[config.mk]
export PLATFORM = sky130hd
export DESIGN_NAME = decode_stage
export DESIGN_NICKNAME = d
export VERILOG_FILES = /design/src/rtl/decode_pkg.sv /design/src/rtl/decode_skid_fifo.sv /design/src/rtl/decode_stage.sv
export SDC_FILE = /design/constraint.sdc
export NUM_CORES = 1
export LEC_CHECK = 0
export CAP_MARGIN = 25
export CORE_AREA = 2 2 101 103
export CTS_CLUSTER_DIAMETER = 50
export DETAILED_ROUTE_END_ITERATION = 6
export DIE_AREA = 0 0 103 105
export HOLD_SLACK_MARGIN = 0.15
export PLACE_DENSITY_LB_ADDON = 0.25
export SLEW_MARGIN = 5
export SYNTH_ARGS = -nofsm -noshare
export SYNTH_HDL_FRONTEND = slang
export SYNTH_SLANG_ARGS = --single-unit
[constraint.sdc]
create_clock -name clk -period 4.5 [get_ports clk]
set_input_delay 1.35 -clock clk [delete_from_list [all_inputs] [get_ports clk]]
set_output_delay 1.35 -clock clk [all_outputs]
set_load 0.01 [all_outputs]
[src/rtl/decode_pkg.sv]
// Shared decode definitions: opcode map, ALU operation codes, control bundle
// and the opcode/immediate decode function used by decode_stage.
package decode_pkg;

  typedef enum logic [3:0] {
    OP_ADDI = 4'b0000,
    OP_ANDI = 4'b0001,
    OP_ADD  = 4'b0010,
    OP_LUI  = 4'b0011,
    OP_SUB  = 4'b0100,
    OP_ORI  = 4'b0101,
    OP_AND  = 4'b0110,
    OP_OR   = 4'b0111,
    OP_LW   = 4'b1000,
    OP_SW   = 4'b1001,
    OP_BEQ  = 4'b1010,
    OP_JMP  = 4'b1011
  } opcode_e;

  localparam logic [3:0] ALU_ADD   = 4'b0000;
  localparam logic [3:0] ALU_SUB   = 4'b0001;
  localparam logic [3:0] ALU_AND   = 4'b0010;
  localparam logic [3:0] ALU_OR    = 4'b0011;
  localparam logic [3:0] ALU_PASSB = 4'b0100;

  typedef struct packed {
    logic [3:0] alu_op;
    logic       reg_write;
    logic       reg_dst;
    logic       alu_src1;
    logic       alu_src2;
    logic       mem_write;
    logic       mem_to_reg;
    logic       reg_src;
    logic       illegal;
  } ctrl_t;

  typedef struct packed {
    ctrl_t       ctrl;
    logic [31:0] imm;
  } dec_t;

  // Immediate is built at 32 bits; callers truncate to their data width (<= 32).
  function automatic dec_t decode(input logic [3:0] op, input logic [8:0] lo,
                                  input int unsigned data_w);
    dec_t d;
    d = '0;
    d.ctrl.alu_op = ALU_ADD;
    case (op)
      OP_ADDI, OP_ANDI, OP_ORI: begin
        d.imm = {{25{lo[6]}}, lo[6:0]};
        d.ctrl.alu_op = (op == OP_ADDI) ? ALU_ADD : (op == OP_ANDI) ? ALU_AND : ALU_OR;
        d.ctrl.alu_src2 = 1'b1;
        d.ctrl.reg_write = 1'b1;
      end
      OP_ADD, OP_SUB, OP_AND, OP_OR: begin
        d.ctrl.alu_op = (op == OP_ADD) ? ALU_ADD : (op == OP_SUB) ? ALU_SUB :
                        (op == OP_AND) ? ALU_AND : ALU_OR;
        d.ctrl.reg_dst = 1'b1;
        d.ctrl.reg_write = 1'b1;
      end
      OP_LUI: begin
        d.imm = 32'(lo[5:0]) << (data_w - 32'd6);
        d.ctrl.alu_op = ALU_PASSB;
        d.ctrl.alu_src2 = 1'b1;
        d.ctrl.reg_write = 1'b1;
        d.ctrl.illegal = ~|lo[5:0];
      end
      OP_LW, OP_SW: begin
        d.imm = 32'(lo[5:0]);
        d.ctrl.alu_src2 = 1'b1;
        d.ctrl.mem_to_reg = (op == OP_LW);
        d.ctrl.reg_write = (op == OP_LW);
        d.ctrl.mem_write = (op == OP_SW);
        d.ctrl.illegal = ~|lo[5:0];
      end
      OP_BEQ, OP_JMP: begin
        d.imm = {{23{lo[8]}}, lo[8:0]};
        d.ctrl.alu_op = (op == OP_BEQ) ? ALU_SUB : ALU_ADD;
        d.ctrl.alu_src1 = 1'b1;
        d.ctrl.reg_src = (op == OP_JMP);
      end
      default: d.ctrl.illegal = 1'b1;
    endcase
    if (d.ctrl.illegal) begin
      d.ctrl.reg_write = 1'b0;
      d.ctrl.mem_write = 1'b0;
      d.ctrl.mem_to_reg = 1'b0;
    end
    return d;
  endfunction

endpackage

[src/rtl/decode_skid_fifo.sv]
// Two-entry FIFO holding packed decoded entries; flush empties it at the next edge.
module decode_skid_fifo #(
  parameter int unsigned W = 8
) (
  input  logic         clk,
  input  logic         rst,
  input  logic         flush,
  input  logic         push,
  input  logic         pop,
  input  logic [W-1:0] wdata,
  output logic [W-1:0] rdata,
  output logic [1:0]   count
);

  logic [W-1:0] mem_q [2];
  logic [W-1:0] mem_d [2];
  logic         wr_q, wr_d, rd_q, rd_d;
  logic [1:0]   count_q, count_d;

  always_comb begin
    mem_d   = mem_q;
    wr_d    = wr_q;
    rd_d    = rd_q;
    count_d = count_q;
    if (flush) begin
      wr_d    = 1'b0;
      rd_d    = 1'b0;
      count_d = '0;
    end else begin
      if (push) begin
        mem_d[wr_q] = wdata;
        wr_d        = ~wr_q;
      end
      if (pop) rd_d = ~rd_q;
      count_d = count_q + 2'(push) - 2'(pop);
    end
  end

  always_ff @(posedge clk) begin
    if (rst) begin
      mem_q   <= '{default: '0};
      wr_q    <= 1'b0;
      rd_q    <= 1'b0;
      count_q <= '0;
    end else begin
      mem_q   <= mem_d;
      wr_q    <= wr_d;
      rd_q    <= rd_d;
      count_q <= count_d;
    end
  end

  assign rdata = mem_q[rd_q];
  assign count = count_q;

endmodule

[src/rtl/decode_stage.sv]
// Registered decode stage with valid/ready handshake, 2-entry skid buffer and
// RUN/TRAP illegal-instruction handling. Optional: DECODE_PERF_CNT_EN.
module decode_stage
  import decode_pkg::*;
#(
  parameter int unsigned INSTR_W = 16,
  parameter int unsigned DATA_W  = 16,
  parameter int unsigned REG_W   = 3
) (
  input  logic               clk,
  input  logic               rst,
  input  logic               in_valid,
  output logic               in_ready,
  input  logic [INSTR_W-1:0] instr_i,
  input  logic               flush,
  input  logic               trap_clear,
  output logic               out_valid,
  input  logic               out_ready,
  output logic [3:0]         opcode_out,
  output logic [REG_W-1:0]   rd,
  output logic [REG_W-1:0]   rs,
  output logic [DATA_W-1:0]  imm,
  output logic [3:0]         ALUOp,
  output logic               RegWrite,
  output logic               RegDst,
  output logic               ALUSrc1,
  output logic               ALUSrc2,
  output logic               MemWrite,
  output logic               MemToReg,
  output logic               RegSrc,
  output logic               illegal,
  output logic               trapped,
  output logic [31:0]        perf_count
);

  typedef enum logic {S_RUN, S_TRAP} state_e;

  typedef struct packed {
    logic [3:0]        opcode;
    logic [REG_W-1:0]  rd;
    logic [REG_W-1:0]  rs;
    logic [DATA_W-1:0] imm;
    ctrl_t             ctrl;
  } entry_t;

  state_e     state_q, state_d;
  dec_t       dec;
  entry_t     in_e, head_e, out_e;
  logic [1:0] count;
  logic       accept, pop;

  always_comb begin
    dec         = decode(instr_i[INSTR_W-1 -: 4], instr_i[8:0], DATA_W);
    in_e.opcode = instr_i[INSTR_W-1 -: 4];
    in_e.rd     = instr_i[INSTR_W-5 -: REG_W];
    in_e.rs     = instr_i[INSTR_W-5-REG_W -: REG_W];
    in_e.imm    = DATA_W'(dec.imm);
    in_e.ctrl   = dec.ctrl;
  end

  assign in_ready  = (count < 2'd2) && (state_q == S_RUN);
  assign accept    = in_valid && in_ready && !flush;
  assign out_valid = (count != 2'd0);
  assign pop       = out_valid && out_ready;

  always_comb begin
    state_d = state_q;
    case (state_q)
      S_RUN:   if (accept && in_e.ctrl.illegal) state_d = S_TRAP;
      S_TRAP:  if (trap_clear) state_d = S_RUN;
      default: state_d = S_RUN;
    endcase
  end

  always_ff @(posedge clk) begin
    if (rst) state_q <= S_RUN;
    else     state_q <= state_d;
  end

  decode_skid_fifo #(.W($bits(entry_t))) u_fifo (
    .clk   (clk),
    .rst   (rst),
    .flush (flush),
    .push  (accept),
    .pop   (pop),
    .wdata (in_e),
    .rdata (head_e),
    .count (count)
  );

  // Payload is zeroed whenever nothing valid is presented.
  assign out_e      = out_valid ? head_e : '0;
  assign opcode_out = out_e.opcode;
  assign rd         = out_e.rd;
  assign rs         = out_e.rs;
  assign imm        = out_e.imm;
  assign ALUOp      = out_e.ctrl.alu_op;
  assign RegWrite   = out_e.ctrl.reg_write;
  assign RegDst     = out_e.ctrl.reg_dst;
  assign ALUSrc1    = out_e.ctrl.alu_src1;
  assign ALUSrc2    = out_e.ctrl.alu_src2;
  assign MemWrite   = out_e.ctrl.mem_write;
  assign MemToReg   = out_e.ctrl.mem_to_reg;
  assign RegSrc     = out_e.ctrl.reg_src;
  assign illegal    = out_e.ctrl.illegal;
  assign trapped    = (state_q == S_TRAP);

`ifdef DECODE_PERF_CNT_EN
  logic [31:0] perf_q, perf_d;

  always_comb begin
    perf_d = perf_q;
    if (pop) perf_d = perf_q + 32'd1;
  end

  always_ff @(posedge clk) begin
    if (rst) perf_q <= '0;
    else     perf_q <= perf_d;
  end

  assign perf_count = perf_q;
`else
  assign perf_count = '0;
`endif

endmodule

; After elaboration in Yosys (flattened, before gate mapping)
; Cells that the tools add are included.
[word_totals]
register_bits = 81
inputBits = 22
output_inout_bits = 73
word_cells = 77
[op_classes]
addsub = 2
order_cmp = 4
n_eq_ne = 11
mux = 27
n_bitwise = 6
n_reduce_logical = 21
[op_table]
columns = operator, n
row1 = two-way mux 38 bit, 5
row2 = bitwise mux 76 bit, 1
row3 = one-hot mux 16 bit (4 select lines), 1
row4 = demux 38 bit (select 1 bit), 1
row5 = "== test 4 x 3 -> 1 bit, second input constant", 4
row6 = "== test 4 bit, second input constant", 4
row7 = one-hot mux 3 bit (4 select lines), 1
row8 = OR reduction 6 bit, 2
row9 = two-way mux 1 bit, 10
row10 = two-way mux 2 bit, 5
row11 = OR reduction 9 bit, 1
row12 = "== test 4 x 2 -> 1 bit, second input constant", 2
row13 = OR reduction 8 bit, 1
row14 = logical AND 1 bit, 6
row15 = one-hot mux 1 bit (2 select lines), 3
row16 = OR reduction 2 bit, 3
row17 = OR reduction 3 bit, 2
row18 = "== test 4 x 1 -> 1 bit, second input constant", 1
row19 = "greater-or-equal comparator 2 bit, second input constant", 2
row20 = logical NOT 4 bit, 1
row21 = inverter 1 bit, 4
row22 = inverter 1 -> 2 bit, 2
row23 = OR reduction 4 bit, 1
row24 = adder 2 x 1 -> 2 bit, 1
row25 = other kinds (6), 7

; Longest topological paths before layout
[logic_depth]
word_depth = 7
depth_mapped = 9
depth_no_buf = 9

; Hierarchy
; A second synthesis with hierarchy kept.
[hier_totals]
hier_cells = 488
area_unflattened_um2 = 4710.8
[by_module_without_submodules]
columns = module, instances, cells_per_inst, area_each_um2, seq_area_each_um2
row1 = decode_skid_fifo, 1, 348, 3781.1, 1601.5
row2 = decode_stage, 1, 140, 929.6, 20.0

; Least setup slack after synthesis
; No wires, ideal clock.
[synth_timing]
kind = register to output
from = register u_fifo.rd_q
to = output port imm[9]
t_arrival_ps = 1467
required_time_ps = 3150
setup_slack_ps = 1683
stages_incl_launch_ff = 6
path_buffers = 3
path_cell_list = dfxtp_1 -> clkbuf_1 -> buf_2 -> mux2i_1 -> nor2_1 -> buf_4
[synth_between]
elab_chain_cells = 5
[synth_rtl]
columns = element, line_no
row1 = start: declaration, decode_skid_fifo.sv:17  ; logic wr_q, wr_d, rd_q, rd_d;
row2 = start signal: assignment, decode_skid_fifo.sv:48  ; rd_q <= rd_d;
row3 = inverter 1 -> 2 bit (not written as such), decode_skid_fifo.sv:53  ; assign rdata = mem_q[rd_q];
row4 = two-way mux 38 bit (not written as such) (3 in a row), decode_skid_fifo.sv:53
row5 = two-way mux 38 bit, decode_stage.sv:92  ; assign out_e = out_valid ? head_e : '0;
row6 = end: declaration, decode_stage.sv:22  ; output logic [DATA_W-1:0] imm,
; No other way between the ends. The select of a mux whose other input is x is not followed.

; Worst setup path after layout
[layout_timing]
from = register u_fifo.rd_q
to = output port imm[1]
; Same word-level chain as after synthesis.

==> results.md <==
* FF+latch count, synth at 77
* Syn_area_per_cell at between 7 and 8 µm²
* Max_cap viols at 0
* FF-to-FF setup slack at 2.26 ns
* Core ar. at ~0.0096 mm²
* Crit path from: u_fifo.rd_q
* DR iter-0 viols at approximately 180
* CTS tree: done
* Async S/R FF share, synth at 0%
* Endpoints failing hold at 0
* Setup CP Type: flop to primary output
* Nets at between 500 and 600
* Post-CTS sizing at 0
* Clk sink count at 77
* Worst-path maximum fanout at 23
* DIE WIDTH at between 100 and 150 µm
* WP buf/inv at 2
* CP max-delay cell: clkdlybuf4s50_1
* Reg clk slew, reported paths at roughly 0.08 ns
* Drt first pass iters at 4
* Area growth syn-to-layout at 20.2%
* Die area at ~0.011 mm²
* H-tree lvl count at 3
* Commonest non-fill, non-tap cell in the layout: nand2_1
* Min Clock Period, post-route at 3.41 ns
* Commonest non-fill, non-tap cells in the layout: nand2_1, dfxtp_1, nor2_1
* Flip-flop and latch area at around 0.0015 mm²
* Remaining global-route overflow at 0
* Total power at 1.47 mW
* Sequential share of the synthesized area at approximately two fifths
* Vias in the first global route at a little over 3,000
* Clock root buffer: clkbuf_8
* Combinational fraction of design power at between 10% and 20%
* Peak supply drop at ~0.13 mV
* Outcome: complete, no violations
* Setup crit start kind: flop
* Multi-input logic area at 0.00195 mm²
* Post-route ant nets at 0
* Synthesized cell area at around 0.0038 mm²
* Static Leak at approximately 1.5 nW
* Setup Skew at around 0.0075 ns
* I/O Buffers at 61
* Die Span Y at 105 µm
* Via count at around 3,200
* Hold Path Class: flop to flop
* Sequential group share of total power at 48.4%
* Prevailing post-synth register cell: dfxtp_1
* Ports at 95
* NetSw at 369 µW
* Max Slew Vio Count at 0
* Wire length per cell at ~14 µm
* CP Data Required Time at 3.15 ns
* Detail Placement HPWL at about 6000 µm
* Sw Ratio at roughly 25%
* Highest Clock Rate at 0.293 GHz
* # rows at 36
* EDFF count, synth at 0
* Clk pwr share at between 30 and 40%
* CP delay by family, top: buffers and inverters
* Clock Latency Late Sink at 0.34 ns
* Setup bufs post-CTS at 0
* Number of diodes at 0
* Synth Instances at about 480
* Synth cell types at 43
* DR DRC count at 0
* Slew HR at ~30%
* Crit path cell chain: buf_4, mux2i_1, nor2_1, clkdlybuf4s50_1
* Initial core utilization at roughly two fifths
* Post-CTS Hold Buffers at 0
* CTS buffer count at 9
* Worst-margin pin slew at between 1 and 1.5 ns
* Pint at approximately 1.1 mW
* Fillers at between 900 and 1,000
* Final period util at 75.8%
* Drt total wl at 9170 µm
* Clk buf depth at 2
* RR Startpoint: u_fifo.count[1]
* TNS Setup at 0 ns
* Final setup violation count at 0
* First-pass GRT wire length at about 15,000 µm
* Vias/cell at between 4 and 5
* RSZ-0062 raised after global routing: no
* Max incr delay on CP at between 0.4 and 0.5 ns
* Syn. warnings at 0
* Share of post-route cells with drive strength above 1 at under 10%
* GP Congestion at 0.770
* Power Density at approximately 320 mW/mm²
* Largest net degree at the start of global routing at 47
* All-Layer GR Usage at ~18%
* Hold Startpoint: u_fifo.mem_q[1]
* Crit path DAT at 2.06 ns
* Critical Path Sink Type: primary output
* Initial antenna violation count at 0
[worst register-to-register path: cells and delay by family, from the launching register on]
family | cells | cell delay, ns
compound gates | 1 | 0.06
buf+inv | 2 | 0.51
simple gates | 3 | 1.20
flops | 1 | 0.36
[worst paths after layout]
| path | depth (start not counted) | end |
|---|---|---|
| max | 4 | imm[1] |
| min | 2 | u_fifo.mem_q[1] |
| max reg2reg | 6 | u_fifo.mem_q[67] |
| min reg2reg | 2 | u_fifo.mem_q[1] |
[metrics by stage]
stage	hold WS (ns)	cell area (µm²)	setup WS (ns)	cells	util [%]
global route	0.477	4600	1.02	660	47.7
finish	0.456	4600	1.09	660	47.7
detailed placement	0.446	4370	0.792	644	45.3
global placement	0.441	4370	0.834	644	45.3
floorplan	0.436	3950	1.68	511	-
CTS	0.457	4600	1.10	660	47.7
[synthesized netlist by cell type, types with 2 or more instances]
cell type	count	area, µm²
buf_4	35	263
ha_1	2	25.0
dfxtp_1	77	1540
nor3_1	5	25.0
a21oi_1	58	290
a211oi_2	5	62.6
a211oi_1	15	113
nor2_1	66	248
xnor2_1	2	17.5
nand2b_1	8	50.1
mux2i_1	37	370
nand3_1	14	70.1
nand3b_1	2	15.0
nor2b_1	2	12.5
inv_1	3	11.3
o211ai_1	2	15.0
and2_1	3	18.8
buf_6	4	45.0
o21ai_0	2	10.0
clkbuf_1	23	86.3
buf_2	9	45.0
nand2_1	83	312
o31ai_1	2	15.0
[flip-flops by register name (all words and copies together), names as in the netlist]
register and count:
trapped 1, u_fifo.mem_q 72, u_fifo.wr_q 1, u_fifo.count 2
u_fifo.rd_q 1
[metal layers]
metal / track usage, % / wire length (µm) / vias to the layer above
li1: - / - / 1632
met1: 24.1 / 4280 / 1491
met2: 28.2 / 4290 / 107
met3: 2.61 / 475 / 11
met4: 5.83 / 131 / 0
met5: 0 / 0 / -
[power groups by stage]
stage	registers, mW	logic (mW)	clock network [mW]
after floorplan	0.724	0.136	0
after global placement	0.727	0.175	0
after detailed placement	0.727	0.177	0
after CTS	0.711	0.178	0.591
after global routing	0.714	0.197	0.626
final	0.711	0.178	0.580
[logic make-up after synthesis]
family	count (synthesis)	synth area share [%]
buf+inv	75	11.9
flops	77	40.3
fa+ha+maj	2	0.654
xor+xnor	3	0.687
compound gates	92	15.0
other cells	1	0.0980
simple gates	192	21.7
mux	37	9.68
[layout make-up]
cell class / instances / area share [%]
sequential: 77 / 33.5
inverter: 4 / 0.354
multi-input combinational: 359 / 42.4
timing repair buffer: 71 / 15.1
clock buffer: 14 / 4.19
clock inverter: 2 / 0.816
tap: 133 / 3.62
(Power assumes the default switching activity.)
